File: config.mk
export PLATFORM = sky130hd
export DESIGN_NAME = cp0_reg
export DESIGN_NICKNAME = d
export VERILOG_FILES = /design/src/rtl/cp0_reg_pkg.sv /design/src/rtl/cp0_timer.sv /design/src/rtl/cp0_reg.sv
export SDC_FILE = /design/constraint.sdc
export NUM_CORES = 1
export LEC_CHECK = 0
export CORE_UTILIZATION = 35
export DETAILED_ROUTE_END_ITERATION = 8
export PLACE_DENSITY = 0.72
export RECOVER_POWER = 100
export SKIP_LAST_GASP = 1
export SLEW_MARGIN = 20
export SYNTH_ARGS = -nofsm -noshare
export SYNTH_HDL_FRONTEND = slang
export SYNTH_SLANG_ARGS = --single-unit
export TNS_END_PERCENT = 100
File: constraint.sdc
create_clock -name clk -period 4.11 [get_ports clk]
set_input_delay 1.233 -clock clk [delete_from_list [all_inputs] [get_ports clk]]
set_output_delay 1.233 -clock clk [all_outputs]
set_load 0.005 [all_outputs]
File: src/rtl/cp0_reg_pkg.sv
// -----------------------------------------------------------------------------
// cp0_reg_pkg
//   Shared constants for the CP0 system-control register file:
//   - register addresses as seen on the mtc0/mfc0 address buses
//   - bit positions inside Status and Cause
//   - reset values of the writable registers
//   - a helper that merges a software write into Cause (only IP[9:8] writable)
// -----------------------------------------------------------------------------
package cp0_reg_pkg;

   // Register addresses
   localparam logic [4:0] CP0_REG_COUNT   = 5'd9;
   localparam logic [4:0] CP0_REG_COMPARE = 5'd11;
   localparam logic [4:0] CP0_REG_STATUS  = 5'd12;
   localparam logic [4:0] CP0_REG_CAUSE   = 5'd13;
   localparam logic [4:0] CP0_REG_EPC     = 5'd14;
   localparam logic [4:0] CP0_REG_PRID    = 5'd15;
   localparam logic [4:0] CP0_REG_CONFIG  = 5'd16;

   // Status / Cause field positions
   localparam int STATUS_EXL      = 1;
   localparam int CAUSE_BD        = 31;
   localparam int CAUSE_IP_HW_LO  = 10;
   localparam int CAUSE_IP_HW_HI  = 15;
   localparam int CAUSE_IP_SW_LO  = 8;
   localparam int CAUSE_IP_SW_HI  = 9;
   localparam int CAUSE_EXC_LO    = 2;
   localparam int CAUSE_EXC_HI    = 6;

   // Reset values
   localparam logic [31:0] COUNT_RESET   = 32'h0000_0000;
   localparam logic [31:0] COMPARE_RESET = 32'h0000_0000;
   localparam logic [31:0] STATUS_RESET  = 32'h1000_0000;
   localparam logic [31:0] CAUSE_RESET   = 32'h0000_0000;
   localparam logic [31:0] EPC_RESET     = 32'h0000_0000;

   // Value Cause takes when software writes it: only the two software
   // interrupt-pending bits come from the write data, the rest is kept.
   function automatic logic [31:0] cause_sw_merge(input logic [31:0] cur,
                                                  input logic [31:0] wdata);
      logic [31:0] res;
      res = cur;
      res[CAUSE_IP_SW_HI:CAUSE_IP_SW_LO] = wdata[CAUSE_IP_SW_HI:CAUSE_IP_SW_LO];
      return res;
   endfunction

endpackage

File: src/rtl/cp0_timer.sv
// -----------------------------------------------------------------------------
// cp0_timer
//   Count/Compare timer of CP0. Count increments every cycle (wrapping) unless
//   software loads it; a Count==Compare match (Compare non-zero, pre-increment
//   Count) raises a sticky timer interrupt that only a Compare write or reset
//   clears. A Compare write in the same cycle as a match wins (interrupt = 0).
// Ports
//   clk         in   rising-edge clock
//   resetn      in   asynchronous active-low reset
//   count_we    in   load Count with wdata this cycle
//   compare_we  in   load Compare with wdata this cycle, clear interrupt
//   wdata       in   32-bit write data
//   count       out  current Count
//   compare     out  current Compare
//   timer_int   out  sticky timer interrupt
// -----------------------------------------------------------------------------
module cp0_timer
   import cp0_reg_pkg::*;
(
   input  logic        clk,
   input  logic        resetn,
   input  logic        count_we,
   input  logic        compare_we,
   input  logic [31:0] wdata,
   output logic [31:0] count,
   output logic [31:0] compare,
   output logic        timer_int
);

   logic [31:0] count_reg,   count_next;
   logic [31:0] compare_reg, compare_next;
   logic        timer_int_reg, timer_int_next;
   logic        match;

   assign match = (compare_reg != 32'd0) && (count_reg == compare_reg);

   always_comb begin
      count_next     = count_reg + 32'd1;
      compare_next   = compare_reg;
      timer_int_next = timer_int_reg;
      if (match) begin
         timer_int_next = 1'b1;
      end
      if (count_we) begin
         count_next = wdata;
      end
      // Ordered after the match so a Compare write clears a simultaneous hit.
      if (compare_we) begin
         compare_next   = wdata;
         timer_int_next = 1'b0;
      end
   end

   always_ff @(posedge clk or negedge resetn) begin
      if (!resetn) begin
         count_reg     <= COUNT_RESET;
         compare_reg   <= COMPARE_RESET;
         timer_int_reg <= 1'b0;
      end else begin
         count_reg     <= count_next;
         compare_reg   <= compare_next;
         timer_int_reg <= timer_int_next;
      end
   end

   assign count     = count_reg;
   assign compare   = compare_reg;
   assign timer_int = timer_int_reg;

endmodule

File: src/rtl/cp0_reg.sv
// -----------------------------------------------------------------------------
// cp0_reg
//   CP0 system-control register file. Accepts the WB-stage mtc0 write port,
//   supplies combinational mfc0 read data to EX (with write bypass), takes
//   exception / eret events from MEM and exports Count, Compare, Status,
//   Cause, EPC and the timer interrupt to the exception controller.
// Ports
//   clk, resetn                 clock, asynchronous active-low reset
//   we_i, waddr_i, data_i       CP0 write port
//   raddr_i, data_o             mfc0 read port (data_o combinational)
//   int_i                       hardware interrupt levels -> Cause.IP[15:10]
//   exc_valid_i, exc_code_i,
//   exc_pc_i, exc_in_delay_i    exception taken this cycle
//   eret_i                      eret committed this cycle
//   count_o .. epc_o            registered CP0 state
//   timer_int_o                 sticky Count==Compare interrupt
// -----------------------------------------------------------------------------
module cp0_reg
   import cp0_reg_pkg::*;
#(
   parameter logic [31:0] PRID_VAL   = 32'h0048_0102,
   parameter logic [31:0] CONFIG_VAL = 32'h0000_8000,
   parameter int          INT_W      = 6
) (
   input  logic             clk,
   input  logic             resetn,
   input  logic             we_i,
   input  logic [4:0]       waddr_i,
   input  logic [31:0]      data_i,
   input  logic [4:0]       raddr_i,
   input  logic [INT_W-1:0] int_i,
   input  logic             exc_valid_i,
   input  logic [4:0]       exc_code_i,
   input  logic [31:0]      exc_pc_i,
   input  logic             exc_in_delay_i,
   input  logic             eret_i,
   output logic [31:0]      data_o,
   output logic [31:0]      count_o,
   output logic [31:0]      compare_o,
   output logic [31:0]      status_o,
   output logic [31:0]      cause_o,
   output logic [31:0]      epc_o,
   output logic             timer_int_o
);

   logic [31:0] status_reg, status_next;
   logic [31:0] cause_reg,  cause_next;
   logic [31:0] epc_reg,    epc_next;

   logic wr_count, wr_compare, wr_status, wr_cause, wr_epc;
   logic [31:0] count_cur, compare_cur;
   logic rd_bypass;

   assign wr_count   = we_i && (waddr_i == CP0_REG_COUNT);
   assign wr_compare = we_i && (waddr_i == CP0_REG_COMPARE);
   assign wr_status  = we_i && (waddr_i == CP0_REG_STATUS);
   assign wr_cause   = we_i && (waddr_i == CP0_REG_CAUSE);
   assign wr_epc     = we_i && (waddr_i == CP0_REG_EPC);

   cp0_timer u_timer (
      .clk        (clk),
      .resetn     (resetn),
      .count_we   (wr_count),
      .compare_we (wr_compare),
      .wdata      (data_i),
      .count      (count_cur),
      .compare    (compare_cur),
      .timer_int  (timer_int_o)
   );

   // Next-state: software write first, then exception / eret on top of it.
   always_comb begin
      status_next = status_reg;
      cause_next  = cause_reg;
      epc_next    = epc_reg;

      // Hardware interrupt lines are sampled into Cause every cycle.
      cause_next[CAUSE_IP_HW_LO +: INT_W] = int_i;

      if (wr_status) begin
         status_next = data_i;
      end
      if (wr_cause) begin
         cause_next[CAUSE_IP_SW_HI:CAUSE_IP_SW_LO] = data_i[CAUSE_IP_SW_HI:CAUSE_IP_SW_LO];
      end
      if (wr_epc) begin
         epc_next = data_i;
      end

      if (exc_valid_i) begin
         // A nested exception (EXL already set) keeps the original EPC/BD so
         // the handler can still return to the first faulting instruction.
         if (!status_reg[STATUS_EXL]) begin
            epc_next            = exc_in_delay_i ? (exc_pc_i - 32'd4) : exc_pc_i;
            cause_next[CAUSE_BD] = exc_in_delay_i;
         end
         status_next[STATUS_EXL]               = 1'b1;
         cause_next[CAUSE_EXC_HI:CAUSE_EXC_LO] = exc_code_i;
      end else if (eret_i) begin
         status_next[STATUS_EXL] = 1'b0;
      end
   end

   always_ff @(posedge clk or negedge resetn) begin
      if (!resetn) begin
         status_reg <= STATUS_RESET;
         cause_reg  <= CAUSE_RESET;
         epc_reg    <= EPC_RESET;
      end else begin
         status_reg <= status_next;
         cause_reg  <= cause_next;
         epc_reg    <= epc_next;
      end
   end

   // mfc0 read. A same-cycle write to the read address is forwarded so EX
   // sees the value the WB write is about to commit.
   assign rd_bypass = we_i && (waddr_i == raddr_i);

   always_comb begin
      data_o = 32'd0;
      case (raddr_i)
         CP0_REG_COUNT:   data_o = rd_bypass ? data_i : count_cur;
         CP0_REG_COMPARE: data_o = rd_bypass ? data_i : compare_cur;
         CP0_REG_STATUS:  data_o = rd_bypass ? data_i : status_reg;
         CP0_REG_CAUSE:   data_o = rd_bypass ? cause_sw_merge(cause_reg, data_i) : cause_reg;
         CP0_REG_EPC:     data_o = rd_bypass ? data_i : epc_reg;
         CP0_REG_PRID:    data_o = PRID_VAL;
         CP0_REG_CONFIG:  data_o = CONFIG_VAL;
         default:         data_o = 32'd0;
      endcase
   end

   assign count_o   = count_cur;
   assign compare_o = compare_cur;
   assign status_o  = status_reg;
   assign cause_o   = cause_reg;
   assign epc_o     = epc_reg;

endmodule

======== Yosys cells after proc, flatten, opt, wreduce, memory -nomap -nowiden ========
Index checks and enable logic that the tools add are counted.
storage, ports and cells
  register bits after elaboration ......... 143
  bits in latches ......................... 0
  memory bits (writable) .................. 0
  bits in read-only memories .............. 0
  bits of input ports ..................... 91
  output and inout port bits .............. 193
  word-level logic and storage cells ...... 54
  memories kept ........................... 0
operators by class
  $add $sub $neg .......................... 2
  $mul .................................... 0
  divide/modulo/power cells ............... 0
  magnitude comparators ................... 0
  equality and inequality tests ........... 14
  shift operators ......................... 0
  muxes and demuxes ....................... 16
  bitwise logic cells ..................... 1
  reduce and logical (&&, ||, !) cells .... 11
operators with widths
  kind                                                 number
  two-way mux 32 bit                                   9
  case mux 32 bit (7 select lines)                     1
  equality test 5 x 4 -> 1 bit, second input constant  11
  adder 32 x 1 -> 32 bit, second input constant        1
  equality test 32 bit                                 1
  nonzero test 32 bit                                  1
  subtractor 32 x 3 -> 32 bit, second input constant   1
  two-way mux 10 bit                                   1
  logical AND 1 bit                                    7
  equality test 5 bit                                  1
  equality test 5 bit, second input constant           1
  two-way mux 1 bit                                    4
  nonzero test 3 bit                                   1
  two-way mux 2 bit                                    1
  AND reduction 2 bit                                  1
  nonzero test 2 bit                                   1
  NOT 1 bit                                            1

======== Logic depth before layout (Yosys ltp) ========
Gate-level depths: netlist of run 1.
  depth after elaboration ................. 5
  depth in mapped cells ................... 8
  mapped depth without buffers ............ 7

======== By module ========
A second synthesis of run 1 with hierarchy kept.
unflattened totals
  cells, all modules ...................... 910
  area total of the unflattened synthesis .. 9136.3 um2
modules (own cells, without submodules)
  module     instances  cells an instance  area each (um2)  seq. area each (um2)
  cp0_reg    1          570                5610.4           1953.1
  cp0_timer  1          340                3525.9           1626.6

======== Worst setup path before layout of run 1 ========
Ideal clock, no wire load.
  path kind ............................... in2out
  from .................................... in raddr_i[2]
  to ...................................... out data_o[16]
  arrival time ............................ 2.672 ns
  required time ........................... 2.877 ns
  path slack .............................. 0.205 ns
  stages on the path ...................... 8
  buffers on the path ..................... 3
  path through ............................ buf_2 xor2_1 nor4_1 and3_1 buf_2 and3_1 clkbuf_1 o2bb2ai_1
between the ends
  word-level cells in the longest chain between the ends .. 4
  elaborated cells between the ends (all ways) .. 14
  those cells by class .................... eq/ne (8); mux (5); reduce/logical (1)
ends and longest elaborated chain
  element                                       RTL line        text
  start: declaration                            cp0_reg.sv:30   input logic [4:0] raddr_i,
  equality test 5 bit                           cp0_reg.sv:118  assign rd_bypass = we_i && (waddr_i == raddr_i);
  logical AND 1 bit                             cp0_reg.sv:118
  two-way mux 32 bit, on equally long branches  -
  case mux 32 bit (7 select lines) (*)          cp0_reg.sv:122  case (raddr_i)
  end: declaration                              cp0_reg.sv:37   output logic [31:0] data_o,
Mark *: on every way between the ends. The rest lies on a longest branch, timed or not.

======== Worst setup path in the final report of run 1 ========
  from .................................... in raddr_i[3]
  to ...................................... out data_o[6]
Same word-level chain as after synthesis.

==> metrics.cfg, run 1 <==
[logic_synthesis]
synthAdderAreaFrac=0.00289
synth_cells=861
async_flop_share=1.00
synth-edff-count=0
ys_seq_elements=143
syn_area_per_cell_um2=10.0
synth.distinct_cells=55
synth_compound_area_frac=0.130
synth.cell_area_mm2=0.00865
ys_warn_count=0
yosys.area_share.simple=0.164
synth_top_family_by_area=simple AND/OR/NAND/NOR gates
yosys.area_share.xor_xnor=0.0972
ys.flop_type=dfrtp_1
muxShareOfSynthArea=0.141
yosysSeqAreaShare=0.414

[timing]
tightest_slew_ps=2330
slew_violations=159
layout_min_cycle_time_ps=4170
fin_crit_sh=1.01
finalHoldViolCount=0
slew-limit-headroom=-0.554
setup_slack_ps=-56.1
setup_viol=7
max_freq_ghz=0.240
setup_tns_ps=-151
rsz0062_at_grt=yes
skew_ps=15.3

[routing]
dr.pass1.iters=5
routed_wl_um=35400
drtIter0Drc=718
ant_nets=0
drc=0
route.vias.total=8518
wl_per_cell_um=23.1
routed_via_density=5.55

[worst_setup_path]
rr_worst_depth=5
timing.rr.end=u_timer.count[31]
crit_type=input pin to primary output
cp_max_fo=7
cpMostUsedCell=buf_6
slowest_stage=a221oi_4
cp.arrival_ps=2930
slowest_delay_ps=300
cp-end-kind=primary output
path_buf_inv=5
critical_path.top_delay_family=buffers and inverters
crit_chain=buf_8 > buf_6 > and3b_1 > and3b_2 > buf_12 > buf_6 > a221oi_4 > nor2_1 > a221o_1 > buf_2
cp.required_ps=2880
cp-start-kind=input pin
reg2reg_from=u_timer.count[2]
reg2reg_slack_ps=1690

[pwr]
design_power_total_mw=5.85
peakVddDrop_v=0.000253
power_density_mw_per_mm2=439
leakage_nw=5.52

[layout]
area_delta_synth_final_pct=54.0
final_common_cell=dlygate4sd3_1
final_cell_mix=150 x dlygate4sd3_1, 142 x dfrtp_1, 94 x nor2_1
fin_util=0.549
num_antenna_cells=0
drive_gt1_frac=0.265
nets=1291
layout.cells.non_filler=1535

[floorplanning]
num_rows=57
die_y_um=159
initial_core_util=0.357
coreArea_mm2=0.0242
dieWidth_um=159
die_area_mm2=0.0253
ios=284

[placed_design]
io_buffers=265
gp_congestion=0.983
dpl.hpwl_um=26000
dp_cells=1469

[global_route]
grt_pass1_wl_um=53300
antenna_found_initial=0
grt_usage=0.279
grt_max_degree=92
grt_pass1_vias=8286
grt_overflow=0

[clock_tree]
clk_latency_ps=420
clk_pin_slew_worst_paths_ps=60
clock-root-buffer=clkbuf_16
cts_hold_buf=0
cts_buffers=17
htreeDepth=4
cts_tree=yes
cts.sinks=143
clockBufferDepth=2

[worst_hold_path]
min_path_type=register to register
min_from=u_timer.timer_int
min_path_cells=2
whs_endpoint=u_timer.timer_int

[outcome]
status=complete, but fails checks
violations=capacitance limit, slew limit, setup timing

[job]
max_cap_violations=3

-- metal layers --
layer	part of all wire	track usage
met5	0	0
met1	0.45	0.395
met2	0.44	0.414
met3	0.070	0.0430
met4	0.045	0.134
-- cells by family (layout without fill, tap and decap cells) --
| logic type | count (synthesis) | in the layout |
|---|---|---|
| AOI/OAI and AO/OA | 160 | 160 |
| xor gates and xnor gates | 96 | 96 |
| adders and majority gates | 2 | 2 |
| buffers and inverters | 89 | 422 |
| DFF | 143 | 143 |
| muxes | 113 | 113 |
| other | 1 | 18 |
| and+or+nand+nor | 257 | 257 |
-- cell usage after synthesis (2+ instances only) --
cell,count,area (um^2)
nand4_2,3,37.5
o21bai_1,2,15.0
or4_4,2,22.5
nor2_1,99,372
clkbuf_2,3,15.0
buf_1,5,18.8
nand3_1,10,50.1
nor3_1,14,70.1
nor2b_1,30,188
or4_1,3,22.5
nor4_1,19,119
inv_1,6,22.5
and4_1,2,17.5
nand2b_1,4,25.0
a211oi_1,24,180
ha_1,2,25.0
buf_4,18,135
buf_2,18,90.1
nand2_1,25,93.8
xor2_1,17,149
a211o_1,4,35.0
o21ai_0,10,50.1
nand4_1,15,93.8
clkbuf_1,38,143
nand4bb_1,2,22.5
a221o_1,12,120
xnor2_1,79,692
and3_1,4,25.0
mux2i_1,42,420
and2_1,2,12.5
or3_1,4,25.0
o2bb2ai_1,16,140
a221oi_1,31,272
nor4_2,6,75.1
a21oi_1,57,285
dfrtp_1,142,3550
a31oi_1,2,12.5
mux2_2,71,800
and3b_1,2,17.5
-- worst reg2reg max path, stage by stage (launching register included) --
cell and delay, ps:
dfrtp_1 530, nand4_1 310, or4_1 690, nor4_2 450, xnor2_1 170, a21oi_1 80
-- what timing repair did --
| item | CTS | global route |
|---|---|---|
| buffers inserted | 23 | 9 |
| setup endpoints to repair | 32 | 29 |
| pin swaps | 25 | 29 |
| resized for setup | 204 | 35 |
| cloned | 5 | 0 |
-- area by class of cell --
cell class	count	area (um^2)
Multi-Input combinational cell	646	5050
Clock inverter	12	205
Clock buffer	20	447
Fill cell	2141	10900
Inverter	6	22.5
Sequential cell	143	3580
Timing Repair Buffer	384	3610
Tap cell	324	405
-- metrics by stage --
step	area (um^2)	setup slack [ps]	hold slack, ps
after global routing	13300	-97.0	539
final	13300	-56.1	518
after CTS	13200	-89.4	527
after global placement	12100	-689	508
after detailed placement	12100	-715	519
after floorplan	8710	205	490
-- worst max path at each step --
| stage | start | to | cells past startpoint |
|---|---|---|---|
| floorplan | raddr_i[2] | data_o[16] | 8 |
| global placement | raddr_i[3] | data_o[8] | 9 |
| detailed placement | raddr_i[3] | data_o[8] | 9 |
| CTS | raddr_i[3] | data_o[8] | 9 |
| global route | raddr_i[3] | data_o[3] | 10 |
| finish | raddr_i[3] | data_o[6] | 10 |
-- power by group --
group          internal, mW  switching (mW)
logic                  1.05           0.772
registers              1.72           0.570
clock network          1.10           0.629
total                  3.87            1.97
Note: power is estimated with default switching activity, not from simulation.
==> inputs of run 2 (changes only) <==
Settings changed: RECOVER_POWER 100 to default, TNS_END_PERCENT 100 to 20.
==> run 2 against run 1 <==
  * The run ends with setup timing left
  * Largest cell class unchanged
  * Cell count fell by 0.33%
  * First-iteration DRC count fell by 7.2%
  * Hold slack improved by 4.2 ps
  * Global-route usage barely moved
  * Critical path depth did not move
  * Sequential share of layout area rose by 0.19 points
  * Clock-buffer cell count did not move
  * Critical path type unchanged
  * Worst setup slack got worse by 25 ps
  * Via count fell by 0.72%
  * Non-clock buffer count fell by 5
==> metrics.cfg, run 2 (same netlist as run 1, synthesis figures left out) <==
[timing]
holdWs_ps=522  ; +4.19 ps
max_freq_ghz=0.239  ; -0.61%
rsz0062_at_grt=yes
setup_tns_ps=-862  ; -710 ps
setup_slack_ps=-81.6  ; -25.5 ps
layout_min_cycle_time_ps=4190  ; +25.5 ps
fin_crit_sh=1.02  ; +0.00619
slew-limit-headroom=0.416  ; +0.971
skew_ps=13.3  ; -1.91 ps
slew_violations=0  ; -100%
setup_viol=17  ; +10
finalHoldViolCount=0  ; unchanged
tightest_slew_ps=875  ; -1460 ps

[global_route]
top_usage_layer=met2
grt.met1_usage=0.388  ; -0.00679
grt_use_met3=0.0498  ; +0.00677
antenna_found_initial=0  ; unchanged
grt_pass1_vias=8307  ; +0.25%
grt_overflow=0  ; unchanged
grt_max_degree=92  ; unchanged
grt_pass1_wl_um=53100  ; -0.31%
grt_use_met2=0.412  ; -0.00219
grt_usage=0.278  ; -0.000452

[routing]
dr.pass1.iters=5  ; unchanged
route.vias.total=8457  ; -0.72%
drtIter0Drc=666  ; -7.2%
ant_nets=0  ; unchanged
routed_via_density=5.53  ; -0.39%
routed_wl_um=35300  ; -0.17%
drc=0  ; unchanged
wl_per_cell_um=23.1  ; +0.16%

[placed_design]
dpl.hpwl_um=26000  ; unchanged
io_buffers=265  ; unchanged
place_area_mm2=0.0121  ; unchanged
gp_congestion=0.983  ; unchanged
dp_slack_ps=-715  ; unchanged

[worst_hold_path]
min_from=u_timer.timer_int
whs_endpoint=u_timer.timer_int
min_path_cells=2  ; unchanged
min_path_type=register to register

[worst_setup_path]
crit_chain=buf_8 > buf_6 > and3b_1 > and3b_2 > buf_12 > buf_4 > a221oi_2 > nor2_1 > a221o_1 > buf_2
rr_worst_depth=5  ; unchanged
cp.required_ps=2880  ; about the same
cp-start-kind=input pin
slowest_stage=and3b_2
crit_type=input pin to primary output
slowest_delay_ps=290  ; about the same
cp-end-kind=primary output
cp_max_fo=8  ; +1
reg2reg_slack_ps=1690  ; about the same
cp.arrival_ps=2960  ; +30 ps
timing.rr.end=u_timer.count[31]
reg2reg_from=u_timer.count[2]

[clock_tree]
cts_tree=yes
htreeDepth=4  ; unchanged
cts_buffers=17  ; unchanged
clk_latency_ps=420  ; about the same
cts.sinks=143  ; unchanged
clock-root-buffer=clkbuf_16
clk_pin_slew_worst_paths_ps=60  ; about the same
clockBufferDepth=2  ; unchanged

[layout]
area_delta_synth_final_pct=52.9
final_common_cell=clkdlybuf4s50_1
nFillCells=2149  ; +0.37%
final_cell_area_mm2=0.0132  ; -0.69%
num_antenna_cells=0  ; unchanged
regArea_mm2=0.00358  ; unchanged
multi_input_area_mm2=0.00493  ; -2.3%
nets=1286  ; -0.39%
drive_gt1_frac=0.252  ; -0.0130
final_cell_mix=222 x clkdlybuf4s50_1, 142 x dfrtp_1, 97 x nor2_1

[job]
max_cap_violations=0  ; -3

[floorplanning]
die_y_um=159  ; unchanged
die_area_mm2=0.0253  ; unchanged
coreArea_mm2=0.0242  ; unchanged
ios=284  ; unchanged
dieWidth_um=159  ; unchanged
initial_core_util=0.357  ; unchanged
num_rows=57  ; unchanged

[pwr]
power_density_mw_per_mm2=451  ; +2.7%
peakVddDrop_v=0.000252  ; -0.51%
leakage_nw=5.40  ; -2.3%

[outcome]
violations=setup timing
status=complete, but fails checks

-- run 2: cell types whose count changed in the layout (fill, tap and decap cells not counted), moves of 5 or more --
cell and change:
a221oi_1 +10, buf_4 +5, clkdlybuf4s50_1 +151, buf_6 -7, clkdlybuf4s15_1 +5, dlygate4sd3_1 -150
a221oi_4 -6
-- run 2: power by group --
group          leakage, nW  internal (mW)  switching (mW)  total, mW
combinational         3.37           1.17           0.771       1.94
sequential            1.72           1.72           0.569       2.29
clock                0.312           1.10           0.636       1.74
-- run 2: layer usage --
layer,vias up,share of wire
met3,76,0.071
li1,3763,-
met2,413,0.44
met4,0,0.046
met1,4205,0.45
met5,-,0
-- run 2: worst max-delay path by stage --
stage,depth (start not counted),slack (ps),endpoint,startpoint
6_report,10,-80,data_o[13],raddr_i[3]
5_1_grt,10,-130,data_o[6],raddr_i[3]
4_1_cts,10,-140,data_o[26],raddr_i[0]
3_5_place_dp,9,-710,data_o[8],raddr_i[3]
3_3_place_gp,9,-690,data_o[8],raddr_i[3]
2_1_floorplan,8,210,data_o[16],raddr_i[2]
-- run 2: what timing repair did --
action,CTS,global route
gates resized for setup,159,34
buffers inserted,20,5
gates cloned,5,0
pin swaps,20,11
hold buffers,0,0
setup endpoints to repair,32,32
-- run 2: cell type report --
class,count,area share
tap,324,0.0307
timing repair buffer,379,0.275
inverter,6,0.00170
sequential,143,0.271
multi-input combinational,646,0.373
clock inverter,12,0.0155
clock buffer,20,0.0338
-- run 2: per-stage QoR --
| step | total power, mW | std cells | utilization |
|---|---|---|---|
| floorplan | 2.94 | 878 | - |
| global placement | 4.16 | 1469 | 0.499 |
| detailed placement | 4.19 | 1469 | 0.499 |
| CTS | 5.94 | 1526 | 0.542 |
| global route | 6.19 | 1530 | 0.545 |
| finish | 5.96 | 1530 | 0.545 |
-- run 2: worst max-delay path: cells and delay by family --
| kind | cells | cell delay (ps) |
|---|---|---|
| compound gates | 2 | 510 |
| buf+inv | 5 | 640 |
| simple gates | 3 | 560 |
